**src/rtl/rmii_rx.sv**
```systemverilog
// RMII receiver: hunts preamble/SFD, assembles LSB-first dibits into bytes and
// streams them with a one-byte lag so the final byte can carry rx_last/rx_err.
// Optional CRC-32 FCS checker is built only when RMII_RX_CRC_EN is defined.
module rmii_rx (
  input  logic        clk,
  input  logic        resetn,
  input  logic [1:0]  eth_rxd,
  input  logic        eth_crs_dv,
  input  logic        eth_rx_err,
  output logic        rx_vld,
  output logic [7:0]  rx_data,
  output logic [10:0] rx_addr,
  output logic        rx_last,
  output logic        rx_err,
  output logic        rx_crc_ok,
  output logic        rx_busy
);

  localparam logic [1:0] ST_IDLE = 2'd0;
  localparam logic [1:0] ST_HUNT = 2'd1;
  localparam logic [1:0] ST_DATA = 2'd2;
  localparam logic [1:0] ST_DROP = 2'd3;

  localparam logic [11:0] MAX_BYTES = 12'd2048;
  localparam logic [11:0] MIN_BYTES = 12'd5;

  logic [1:0]  state_q, state_d;
  logic        crs_q;
  logic        seen01_q, seen01_d;
  logic [1:0]  dcnt_q, dcnt_d;
  logic [5:0]  shift_q, shift_d;
  logic [7:0]  hold_q, hold_d;
  logic [11:0] bcnt_q, bcnt_d;
  logic        ferr_q, ferr_d;
  logic        vld_q, vld_d;
  logic        last_q, last_d;
  logic        err_q, err_d;
  logic [7:0]  data_q, data_d;
  logic [10:0] addr_q, addr_d;
  logic [7:0]  byte_w;
  logic        frame_start;
  logic        byte_commit;

  assign byte_w = {eth_rxd, shift_q};

  // Frame sequencing; the held byte goes out when its successor completes or carrier drops.
  always_comb begin
    state_d     = state_q;
    seen01_d    = seen01_q;
    dcnt_d      = dcnt_q;
    shift_d     = shift_q;
    ferr_d      = ferr_q;
    vld_d       = 1'b0;
    last_d      = 1'b0;
    err_d       = 1'b0;
    data_d      = data_q;
    addr_d      = addr_q;
    frame_start = 1'b0;
    byte_commit = 1'b0;
    case (state_q)
      ST_IDLE: begin
        if (eth_crs_dv && !crs_q) begin
          state_d  = ST_HUNT;
          seen01_d = 1'b0;
        end
      end
      ST_HUNT: begin
        if (!eth_crs_dv) begin
          state_d = ST_IDLE;
        end else if (eth_rxd == 2'b01) begin
          seen01_d = 1'b1;
        end else if (eth_rxd == 2'b11 && seen01_q) begin
          state_d     = ST_DATA;
          frame_start = 1'b1;
          dcnt_d      = 2'd0;
          ferr_d      = 1'b0;
        end else if (eth_rxd[1]) begin
          state_d = ST_DROP;
        end
      end
      ST_DATA: begin
        if (!eth_crs_dv) begin
          state_d = ST_IDLE;
          if (bcnt_q != 12'd0) begin
            vld_d  = 1'b1;
            last_d = 1'b1;
            data_d = hold_q;
            addr_d = bcnt_q[10:0] - 11'd1;
            err_d  = ferr_q | eth_rx_err | (dcnt_q != 2'd0) | (bcnt_q < MIN_BYTES);
          end
        end else begin
          ferr_d  = ferr_q | eth_rx_err;
          shift_d = {eth_rxd, shift_q[5:2]};
          dcnt_d  = dcnt_q + 2'd1;
          if (dcnt_q == 2'd3) begin
            // A byte beyond the maximum frame closes the frame in error on the held byte.
            if (bcnt_q == MAX_BYTES) begin
              vld_d   = 1'b1;
              last_d  = 1'b1;
              err_d   = 1'b1;
              data_d  = hold_q;
              addr_d  = bcnt_q[10:0] - 11'd1;
              state_d = ST_DROP;
            end else begin
              byte_commit = 1'b1;
              if (bcnt_q != 12'd0) begin
                vld_d  = 1'b1;
                data_d = hold_q;
                addr_d = bcnt_q[10:0] - 11'd1;
              end
            end
          end
        end
      end
      ST_DROP: begin
        if (!eth_crs_dv) state_d = ST_IDLE;
      end
      default: state_d = ST_IDLE;
    endcase
  end

  always_comb begin
    hold_d = hold_q;
    bcnt_d = bcnt_q;
    if (frame_start) begin
      bcnt_d = 12'd0;
    end else if (byte_commit) begin
      hold_d = byte_w;
      bcnt_d = bcnt_q + 12'd1;
    end
  end

  always_ff @(posedge clk or negedge resetn) begin
    if (!resetn) begin
      state_q  <= ST_IDLE;
      crs_q    <= 1'b1;
      seen01_q <= 1'b0;
      dcnt_q   <= 2'd0;
      shift_q  <= 6'd0;
      hold_q   <= 8'd0;
      bcnt_q   <= 12'd0;
      ferr_q   <= 1'b0;
      vld_q    <= 1'b0;
      last_q   <= 1'b0;
      err_q    <= 1'b0;
      data_q   <= 8'd0;
      addr_q   <= 11'd0;
    end else begin
      state_q  <= state_d;
      crs_q    <= eth_crs_dv;
      seen01_q <= seen01_d;
      dcnt_q   <= dcnt_d;
      shift_q  <= shift_d;
      hold_q   <= hold_d;
      bcnt_q   <= bcnt_d;
      ferr_q   <= ferr_d;
      vld_q    <= vld_d;
      last_q   <= last_d;
      err_q    <= err_d;
      data_q   <= data_d;
      addr_q   <= addr_d;
    end
  end

`ifdef RMII_RX_CRC_EN
  logic [31:0] crc_q, crc_d;
  logic        crcok_q, crcok_d;

  function automatic logic [31:0] crcByte(input logic [31:0] c, input logic [7:0] b);
    logic [31:0] r;
    r = c;
    for (int i = 0; i < 8; i++) begin
      r = (r[0] ^ b[i]) ? ((r >> 1) ^ 32'hEDB88320) : (r >> 1);
    end
    return r;
  endfunction

  // The register already holds every committed byte when the frame closes.
  always_comb begin
    crc_d   = crc_q;
    crcok_d = last_d & (crc_q == 32'hDEBB20E3);
    if (frame_start) begin
      crc_d = 32'hFFFFFFFF;
    end else if (byte_commit) begin
      crc_d = crcByte(crc_q, byte_w);
    end
  end

  always_ff @(posedge clk or negedge resetn) begin
    if (!resetn) begin
      crc_q   <= 32'hFFFFFFFF;
      crcok_q <= 1'b0;
    end else begin
      crc_q   <= crc_d;
      crcok_q <= crcok_d;
    end
  end

  assign rx_crc_ok = crcok_q;
`else
  assign rx_crc_ok = last_q;
`endif

  assign rx_vld  = vld_q;
  assign rx_data = data_q;
  assign rx_addr = addr_q;
  assign rx_last = last_q;
  assign rx_err  = err_q;
  assign rx_busy = (state_q == ST_DATA) | last_q;

endmodule

```
**config.mk**
```make
export PLATFORM = sky130hd
export DESIGN_NAME = rmii_rx
export DESIGN_NICKNAME = d
export VERILOG_FILES = /design/src/rtl/rmii_rx.sv
export SDC_FILE = /design/constraint.sdc
export NUM_CORES = 1
export LEC_CHECK = 0
export CORE_ASPECT_RATIO = 1.4
export CORE_MARGIN = 1.5
export CORE_UTILIZATION = 25
export CTS_CLUSTER_DIAMETER = 50
export DETAILED_ROUTE_END_ITERATION = 6
export GPL_TIMING_DRIVEN = 0
export HOLD_SLACK_MARGIN = 0.05
export PLACE_DENSITY = 0.42
export REMOVE_ABC_BUFFERS = 1
export SETUP_SLACK_MARGIN = 0.02
export SKIP_CTS_REPAIR_TIMING = 1
export SYNTH_ARGS = -nofsm -noshare
export SYNTH_HDL_FRONTEND = slang
export SYNTH_SLANG_ARGS = --single-unit
```
**constraint.sdc**
```tcl
create_clock -name clk -period 1.7 [get_ports clk]
set_input_delay 0.34 -clock clk [delete_from_list [all_inputs] [get_ports clk]]
set_output_delay 0.34 -clock clk [all_outputs]
set_load 0.1 [all_outputs]
```
Word level (Yosys, flattened, before mapping)
Cells that the tools add are included.

Bits of input ports: 6. Logic and storage cells: 110. Output and inout port bits: 24. Flip-flop bits (word level): 55.

Bitwise operators: 5. Order comparisons: 1. Mux-type cells: 54. Add/subtract/negate cells: 3. Equal/unequal tests: 19. Reductions and logical operators: 15.

Operator list (count): $mux 11 (4); $mux 8 (4); $mux 1 (27); $mux 2 (13); $mux 12 (2); $ne 2x2->1 const B (7); $add 12x1->12 const B (1); $eq 12x12->1 const B (1); $lt 12x3->1 const B (1); $reduce_bool 12->1 (1); $sub 11x1->11 const B (1); $ne 3x3->1 const B (3); $eq 2x2->1 const B (4); $pmux 2 s4 (1); $reduce_bool 2->1 (4); $reduce_and 2->1 (3); $reduce_and 6->1 (1); $reduce_and 5->1 (1); $eq 2x1->1 const B (2); $ne 4x4->1 const B (1); $or 1x1->1 (4); $pmux 1 s2 (2); $pmux 2 s2 (1); $reduce_and 4->1 (1); other kinds (6) (7).

Logic depth before layout (Yosys ltp)
Gate-level depths: netlist of run 1.

Depth in word-level cells: 8. Depth in mapped cells: 7. Gate-level depth less buffers: 6.

Worst setup path after synthesis of run 1
No wires, ideal clock.

Path kind: reg2out. Start point: reg last_q (netlist: rx_crc_ok). End point: out rx_busy. Slack: -0.421 ns. Stages on the path, launching flop included: 2. Required time: 1.360 ns. Data arrival time: 1.781 ns. Cells stage by stage: dfrtp_1 nand2b_1.

Longest elaborated chain between the ends: 1.

RTL lines: start: declaration (line 36) `logic last_q, last_d;`; start signal: assignment (line 158) `last_q <= last_d;`; $or 1x1->1 (line 209) `assign rx_busy = (state_q == ST_DATA) | last_q;`; end: declaration (line 16) `output logic rx_busy`.

No other way between the ends.

Worst setup path after layout of run 1
Start point: reg bcnt_q[5]. End point: reg addr_q[7] (netlist: rx_addr[7]).

Longest elaborated chain between the ends: 5. Elaborated cells between the ends (all ways): 7. Those cells by class: 1 x add/sub; 1 x eq/ne; 4 x mux; 1 x reduce/logical.

RTL lines: start: declaration (line 33) `logic [11:0] bcnt_q, bcnt_d;`; start signal: assignment (line 155) `bcnt_q <= bcnt_d;`; $sub 11x1->11 / $reduce_bool 12->1 (equally long branches); $mux 11 (line 84, 106); $mux 11 (line 97) `if (bcnt_q == MAX_BYTES) begin`; $mux 11 (line 95) `if (dcnt_q == 2'd3) begin`; $mux 11 * (line 82) `if (!eth_crs_dv) begin`; end signal: assignment (line 161) `addr_q <= addr_d;`; end: declaration (line 39) `logic [10:0] addr_q, addr_d;`.

Every way passes the cells marked *; elsewhere a longest branch is shown, timed or not. The select of a mux whose other input is x is not followed. A chain may end at the register's enable or synchronous reset.

==> impl_metrics.yaml, run 1 <==
worst_hold_path:
  holdCritPathClass: "in -> async"
global_route:
  grt_overflow: 0
  grt_pass1_vias: 1692
  grtUsageTotal: 0.101
  antenna_found_initial: 0
  grt_pass1_wl_mm: 8.90
  grt_max_degree: 31
outcome:
  status: "finished, violations left"
  violations: "negative setup slack"
floorplan:
  ios: 30
  coreArea_um2: 10400
  rows: 44
  fp.dieW_um: 90.3
  initial_core_util: 0.256
  dieArea_um2: 11300
  fp.dieH_um: 125
finish:
  final_nets: 288
  fin_util: 0.335
  drive_gt1_frac: 0.417
  area_growth_pct: 30.8
  antenna_cells: 0
cts:
  cts_sinks: 55
  cts-buffers-inserted: 5
  h-tree-depth: 2
  clockRootBuffer: "clkbuf_16"
  clock_latency_ps: 300
  cts_buffer_depth: 2
  cts_tree: "done"
  clkTransAtPathRegs_ps: 70
route:
  drt-vias-per-instance: 4.36
  vias: 1814
  wire_per_inst_um: 14.6
  first_pass_iters: 4
  ant_nets: 0
  first_iter_violations: 52
  drc: 0
  drt-total-wl_mm: 6.06
placed_design:
  dp_hpwl_mm: 3.71
  dpl_worst_slack_ps: -1160
  port_buffers: 29
  routabilityCongestion: 0.739
yosys:
  synth.cell_area_um2: 2670
  synthTopCellsByCount: "dfrtp_1, nand2_1, nor2_1, mux2_4, xnor2_1"
  ys_types: 44
  synth_area_leaders: "dfrtp_1, mux2_4, mux2_2"
  yosys_warnings: 0
  synthCells: 230
  synth_seq_cells: 55
  yosysMostFrequentCell: "dfrtp_1"
  yosysTopAreaCell: "dfrtp_1"
  synthArstFlopShare: 1.00
  synth-edff-count: 0
  syn_area_per_cell_um2: 11.6
  synth_top_area_share: 0.506
  synth-seq-area-share: 0.516
  ys.flop_type: "dfrtp_1"
timing:
  final-setup-viol-count: 29
  slew_violations: 0
  max_clock_freq_mhz: 524
  rsz0062_at_grt: "yes"
  skew_ps: 5.78
  whs_ps: 64.9
  worstMarginPinSlew_ps: 640
  setup_ws_ps: -207
  fin_crit_sh: 1.12
  relSlewSlack: 0.573
  final-hold-violation-count: 0
  period_needed_ps: 1910
  tns_ps: -4110
setup_path:
  critPathLaunch: "bcnt_q[5]"
  crit_path_end: "rx_addr[7]"
  path_cells: "nor4_4 -> nand3_2 -> buf_6 -> o21a_4 -> mux2_4"
  r2r_setup_slack_ps: -210
  crit_required_ps: 1880
  critical_path_arrival_ps: 2090
  worst-path-buf-inv: 1
  crit_path_end_kind: "flop"
  cp_num_cells: 5
  crit_family: "simple AND/OR/NAND/NOR gates"
  cp_max_fo: 6
  max_stage_delay_ps: 450
  slowest_stage: "dfrtp_2"
  crit_type: "reg -> reg"
  reg2reg_depth: 5
  cp-start-kind: "flop"
  reg2reg_from: "bcnt_q[5]"
  r2r_end: "rx_addr[7]"
job:
  cap_violations: 0
power_and_ir_drop:
  powerDensity_nw_per_um2: 1570
  ir_drop_mv: 0.554
  p_leak_nw: 1.65
  power_mw: 5.49
-- report_power, final --
| group | total, mW | switching (mW) | internal, mW |
|---|---|---|---|
| combinational | 2.43 | 1.61 | 0.816 |
| clock | 1.21 | 0.506 | 0.702 |
| sequential | 1.86 | 0.229 | 1.63 |
-- final cells by class --
type	instances	area (um2)
fill	1042	6910
sequential	55	1390
multi-input combinational	154	1320
timing repair buffer	52	407
tap	138	173
clock buffer	5	125
clock inverter	3	46.3
inverter	9	36.3
-- cells in the final DEF, fill, tap and decap left out, types with 5 or more instances in the layout --
cell type | synthesis | final
dfrtp_1 | 54 | 48
nand2_1 | 27 | 27
mux2_4 | 16 | 25
clkbuf_2 | 0 | 23
nor2_1 | 19 | 17
buf_4 | 1 | 14
xnor2_1 | 12 | 12
inv_1 | 9 | 7
buf_6 | 5 | 7
dfrtp_2 | 0 | 6
nand4_1 | 5 | 5
o21ai_0 | 7 | 5
clkbuf_16 | 0 | 5
-- routing by layer --
metal,up-vias,global-route usage,share of wire
met5,-,0,0
met4,0,0.0504,0.020
met3,8,0.0176,0.022
met2,22,0.165,0.49
met1,897,0.129,0.46
li1,887,-,-
-- state kept, by name, indices dropped and copies added, names as in the netlist --
register / cells
rx_data: 8
ferr_q: 1
rx_vld: 1
rx_err: 1
dcnt_q: 2
state_q: 2
seen01_q: 1
shift_q: 6
bcnt_q: 12
hold_q: 8
rx_crc_ok: 1
crs_q: 1
rx_addr: 11
-- cells by family after synthesis --
| family | count (synthesis) | share of synthesized area |
|---|---|---|
| AND/OR/NAND/NOR | 83 | 0.166 |
| multiplexers | 29 | 0.144 |
| buffers and inverters | 23 | 0.0497 |
| AO/OA/AOI/OAI | 19 | 0.0478 |
| flip-flops | 55 | 0.516 |
| adder cells (fa/ha/maj) | 5 | 0.0234 |
| XOR/XNOR | 16 | 0.0525 |
-- through the flow --
stage | cells | cell area, um2
after CTS | 392 | 3220
after global placement | 383 | 3030
final | 416 | 3490
after detailed placement | 384 | 3050
after global routing | 416 | 3490
after floorplan | 216 | 2570
-- worst reg2reg max path, stage by stage (launching register included) --
cell	delay [ps]
dfrtp_2	450
nor4_4	430
nand3_2	190
buf_6	160
o21a_4	250
mux2_4	310
-- worst min path at each step --
stage	depth (start not counted)	slack, ps	endpoint
finish	1	60	bcnt_q[5]
global route	1	110	bcnt_q[11]
CTS	1	80	bcnt_q[11]
detailed placement	1	420	bcnt_q[5]
global placement	2	460	shift_q[1]
floorplan	0	40	bcnt_q[0]
(Power assumes the default switching activity.)
==> run 2: changes to the inputs <==
--- a/config.mk
+++ b/config.mk
@@ -6,7 +6,7 @@
 export NUM_CORES = 1
 export LEC_CHECK = 0
 export CORE_ASPECT_RATIO = 1.4
-export CORE_MARGIN = 1.5
+export CORE_MARGIN = 5
 export CORE_UTILIZATION = 25
 export CTS_CLUSTER_DIAMETER = 50
 export DETAILED_ROUTE_END_ITERATION = 6
==> run 2 against run 1 <==
Against the previous run: clock power about the same; global-route usage down 1.3 points; sequential share of layout area up 0.93 points; cell count down 1.7%; total power down 1.7%; critical path depth up 2; non-clock buffer count down 6; register-to-register slack better by 70 ps; the flow still finishes with violations (negative setup slack); largest cell class unchanged; die area up 14%; critical path type unchanged.
==> impl_metrics.yaml, run 2 (synthesized netlist as in run 1, its figures left out) <==
outcome:
  status: "finished, violations left"
  violations: "negative setup slack"
floorplan:
  fp.dieH_um: 132
  fp.dieW_um: 97.3
  ios: 30
  coreArea_um2: 10400
  dieArea_um2: 12900
  rows: 44
  initial_core_util: 0.256
cts:
  h-tree-depth: 2
  cts_tree: "done"
  cts_sinks: 55
  cts_buffer_depth: 2
  cts-buffers-inserted: 5
  clkTransAtPathRegs_ps: 80
  clockRootBuffer: "clkbuf_16"
  clock_latency_ps: 300
setup_path:
  critPathLaunch: "bcnt_q[0]"
  reg2reg_from: "bcnt_q[0]"
  cp_max_fo: 5
  cp-start-kind: "flop"
  crit_path_end_kind: "flop"
  r2r_end: "hold_q[7]"
  reg2reg_depth: 7
  max_stage_delay_ps: 430
  crit_type: "reg -> reg"
  cp_num_cells: 7
  critical_path_arrival_ps: 2020
  crit_family: "simple AND/OR/NAND/NOR gates"
  r2r_setup_slack_ps: -140
  worst-path-buf-inv: 2
  slowest_stage: "dfrtp_2"
  crit_required_ps: 1890
  path_cells: "inv_4 -> ha_4 -> nor3b_4 -> a41oi_2 -> nand2_2 -> clkbuf_16 -> mux2_4"
  crit_path_end: "hold_q[7]"
power_and_ir_drop:
  powerDensity_nw_per_um2: 1580
  p_leak_nw: 1.61
  ir_drop_mv: 0.638
  power_mw: 5.40
timing:
  whs_ps: 48.6
  rsz0062_at_grt: "yes"
  max_clock_freq_mhz: 545
  fin_crit_sh: 1.08
  setup_ws_ps: -136
  final-hold-violation-count: 0
  period_needed_ps: 1840
  final-setup-viol-count: 28
  skew_ps: 10.3
  slew_violations: 0
  relSlewSlack: 0.598
  worstMarginPinSlew_ps: 604
global_route:
  grt_pass1_wl_mm: 9.25
  grt_max_degree: 33
  antenna_found_initial: 0
  grt_pass1_vias: 1773
  grt_overflow: 0
  grtUsageTotal: 0.0881
finish:
  final_nets: 281
  area_growth_pct: 27.8
  top_register: "bcnt_q"
  largest_reg_flops: 12
  layout_commonest_cell: "dfrtp_1"
  final_cell_mix: "dfrtp_1, nand2_1, mux2_4"
  antenna_cells: 0
  drive_gt1_frac: 0.387
route:
  wire_per_inst_um: 14.5
  first_iter_violations: 47
  drc: 0
  drt-vias-per-instance: 4.33
  vias: 1773
  first_pass_iters: 4
  drt-total-wl_mm: 5.93
  ant_nets: 0
job:
  cap_violations: 0
placed_design:
  routabilityCongestion: 0.758
  dp_hpwl_mm: 3.82
  port_buffers: 29
worst_hold_path:
  holdCritPathClass: "in -> async"
-- run 2: worst min-delay path by stage --
stage	endpoint	depth (start not counted)
finish	bcnt_q[2]	1
global placement	shift_q[1]	2
floorplan	bcnt_q[0]	0
detailed placement	bcnt_q[4]	1
CTS	ferr_q	1
global route	state_q[0]	1
-- run 2: layout make-up --
type                       count  area, um2
fill                        1060       6990
timing repair buffer          46        353
tap                          138        173
inverter                       9       36.3
sequential                    55       1390
multi-input combinational    153       1300
clock inverter                 2       38.8
clock buffer                   6        129
-- run 2: report_power, final --
group	total, mW	internal, mW	switching [mW]
logic	2.35	0.767	1.59
clock network	1.18	0.702	0.477
registers	1.87	1.63	0.239
-- run 2: routing by layer --
metal | wire length, um | track usage | vias to the layer above | part of all wire
met5 | 0 | 0 | - | 0
met4 | 109 | 0.0385 | 0 | 0.018
met3 | 183 | 0.0228 | 6 | 0.031
met2 | 2890 | 0.148 | 20 | 0.49
met1 | 2750 | 0.106 | 874 | 0.46
li1 | - | - | 873 | -
-- run 2: worst register-to-register path, cell delays in order (launching register included) --
cell,delay (ps)
dfrtp_2,430
inv_4,80
ha_4,120
nor3b_4,270
a41oi_2,200
nand2_2,160
clkbuf_16,170
mux2_4,300
-- run 2: metrics by stage --
| stage | area (um2) | setup TNS, ps | cells | setup WS, ps | utilization |
|---|---|---|---|---|---|
| 5_1_grt | 3410 | -4510 | 409 | -195 | 0.328 |
| 2_1_floorplan | 2570 | -4380 | 216 | -1030 | - |
| 3_3_place_gp | 3030 | -123560 | 383 | -1660 | 0.291 |
| 6_report | 3410 | -2830 | 409 | -136 | 0.328 |
| 4_1_cts | 3220 | -30610 | 392 | -1040 | 0.309 |
| 3_5_place_dp | 3050 | -32470 | 384 | -1100 | 0.293 |
==> run 3: changes to the inputs <==
--- a/config.mk
+++ b/config.mk
@@ -8,14 +8,16 @@
 export CORE_ASPECT_RATIO = 1.4
 export CORE_MARGIN = 5
 export CORE_UTILIZATION = 25
+export CTS_BUF_LIST = sky130_fd_sc_hd__clkbuf_16
 export CTS_CLUSTER_DIAMETER = 50
 export DETAILED_ROUTE_END_ITERATION = 6
 export GPL_TIMING_DRIVEN = 0
-export HOLD_SLACK_MARGIN = 0.05
+export HOLD_SLACK_MARGIN = 0.1
 export PLACE_DENSITY = 0.42
 export REMOVE_ABC_BUFFERS = 1
 export SETUP_SLACK_MARGIN = 0.02
 export SKIP_CTS_REPAIR_TIMING = 1
+export SLEW_MARGIN = 40
 export SYNTH_ARGS = -nofsm -noshare
 export SYNTH_HDL_FRONTEND = slang
 export SYNTH_SLANG_ARGS = --single-unit
==> run 3 against run 2 <==
Against the previous run: largest power group unchanged; design area rose by 4.1%; highest routed layer unchanged; critical endpoint is now rx_data[2]; routed wire length rose by 8.3%; largest cell class unchanged; maximum frequency fell by 3.1%; utilization rose by 1.3 points; the run still ends with negative setup slack left; via count rose by 3.1%; total power rose by 2.4%; global-route usage rose by 0.10 points; sequential cell count did not move; worst setup slack got worse by 59 ps.
==> impl_metrics.yaml, run 3 (synthesized netlist as in run 1, its figures left out) <==
setup_path:
  cp-start-kind: "flop"
  crit_path_end_kind: "flop"
  critical_path_arrival_ps: 2080
  slowest_stage: "dfrtp_2"
  path_cells: "inv_4 -> ha_4 -> nor3b_4 -> buf_6 -> nand3_4 -> o21a_4 -> buf_12 -> mux2_4"
  crit_required_ps: 1880
  max_stage_delay_ps: 430
  cp_max_fo: 6
  crit_type: "reg -> reg"
placed_design:
  dp_hpwl_mm: 3.84
  port_buffers: 29
  routabilityCongestion: 0.758
  dp.cells: 384
cts:
  clockRootBuffer: "clkbuf_16"
  cts_sinks: 55
  h-tree-depth: 2
  clkTransAtPathRegs_ps: 70
  clock_latency_ps: 300
  cts_buffer_depth: 2
  cts-buffers-inserted: 5
  cts_tree: "done"
finish:
  antenna_cells: 0
  fillers: 1055
  area_growth_pct: 33.1
  largest_reg_flops: 12
  drive_gt1_frac: 0.413
  top_register: "bcnt_q"
  final_nets: 291
  final_cell_mix: "dfrtp_1, nand2_1, mux2_4"
  multiInputGateArea_um2: 1350
  layout_commonest_cell: "dfrtp_1"
  fin_cells: 419
  register_area_um2: 1380
global_route:
  grt_pass1_wl_mm: 9.25
  antenna_found_initial: 0
  grt_overflow: 0
  grt_pass1_vias: 1798
  grtUsageTotal: 0.0891
  grt_max_degree: 33
route:
  first_iter_violations: 54
  first_pass_iters: 4
  wire_per_inst_um: 15.3
  vias: 1828
  drt-total-wl_mm: 6.43
  drt-vias-per-instance: 4.36
  ant_nets: 0
  drc: 0
worst_hold_path:
  holdCritPathClass: "in -> reg"
job:
  cap_violations: 0
timing:
  worstMarginPinSlew_ps: 503
  final-hold-violation-count: 0
  skew_ps: 5.50
  slew_violations: 0
  rsz0062_at_grt: "yes"
  period_needed_ps: 1890
  fin_crit_sh: 1.11
  relSlewSlack: 0.664
  whs_ps: 296
  setup_ws_ps: -195
  tns_ps: -4200
  final-setup-viol-count: 32
  max_clock_freq_mhz: 528
floorplan:
  coreArea_um2: 10400
  rows: 44
  fp.dieH_um: 132
  fp.dieW_um: 97.3
  ios: 30
  initial_core_util: 0.256
  dieArea_um2: 12900
power_and_ir_drop:
  powerDensity_nw_per_um2: 1560
  p_leak_nw: 1.72
  ir_drop_mv: 0.561
outcome:
  violations: "negative setup slack"
  status: "finished, violations left"
run 3: changes by cell type in the layout (fill, tap and decap cells not counted), sizes merged:
cell / previous run / this run
o21a: 2 / 3
buf: 18 / 49
dlygate4sd3: 0 / 1
dlymetal6s2s: 1 / 0
clkbuf: 30 / 7
inv: 10 / 11
run 3: path summary, 6_finish.rpt:
path	from	end	slack, ps	depth (start not counted)
setup / recovery	bcnt_q[0]	rx_data[2]	-190	8
hold / removal	eth_crs_dv	crs_q	300	1
setup reg to reg	bcnt_q[0]	rx_data[2]	-190	8
hold reg to reg	shift_q[0]	shift_q[0]	470	2
max in group asynchronous	resetn	bcnt_q[5]	740	3
min in group asynchronous	resetn	bcnt_q[4]	490	2
run 3: area by class of cell:
cell class,instances,area share
Clock inverter,3,0.0120
Timing Repair Buffer,55,0.123
Tap cell,138,0.0486
Sequential cell,55,0.390
Inverter,9,0.0102
Clock buffer,5,0.0352
Multi-Input combinational cell,154,0.381
run 3: critical path, delay by kind of cell, from the launching register on:
| family | cells | cell delay [ps] |
|---|---|---|
| flops | 1 | 430 |
| buf+inv | 3 | 360 |
| simple gates | 2 | 330 |
| mux | 1 | 290 |
| compound gates | 1 | 250 |
| fa+ha+maj | 1 | 130 |
run 3: report_power, final:
part / switching [mW] / total, mW / internal [mW]
Clock: 0.475 / 1.17 / 0.696
Combinational: 1.66 / 2.51 / 0.853
Sequential: 0.221 / 1.85 / 1.63
run 3: layer usage:
layer	track usage	share of wire
met5	0	0
met4	0.0446	0.020
met3	0.0212	0.029
met2	0.152	0.51
met1	0.104	0.44
run 3: metrics by stage:
stage	area, um2	power [mW]	utilization	setup WS [ps]
4_1_cts	3100	5.21	0.298	-823
6_report	3550	5.53	0.341	-195
3_5_place_dp	2930	3.99	0.282	-1150
5_1_grt	3550	5.84	0.341	-237
2_1_floorplan	2570	3.58	-	-1030
3_3_place_gp	3030	4.11	0.291	-1660
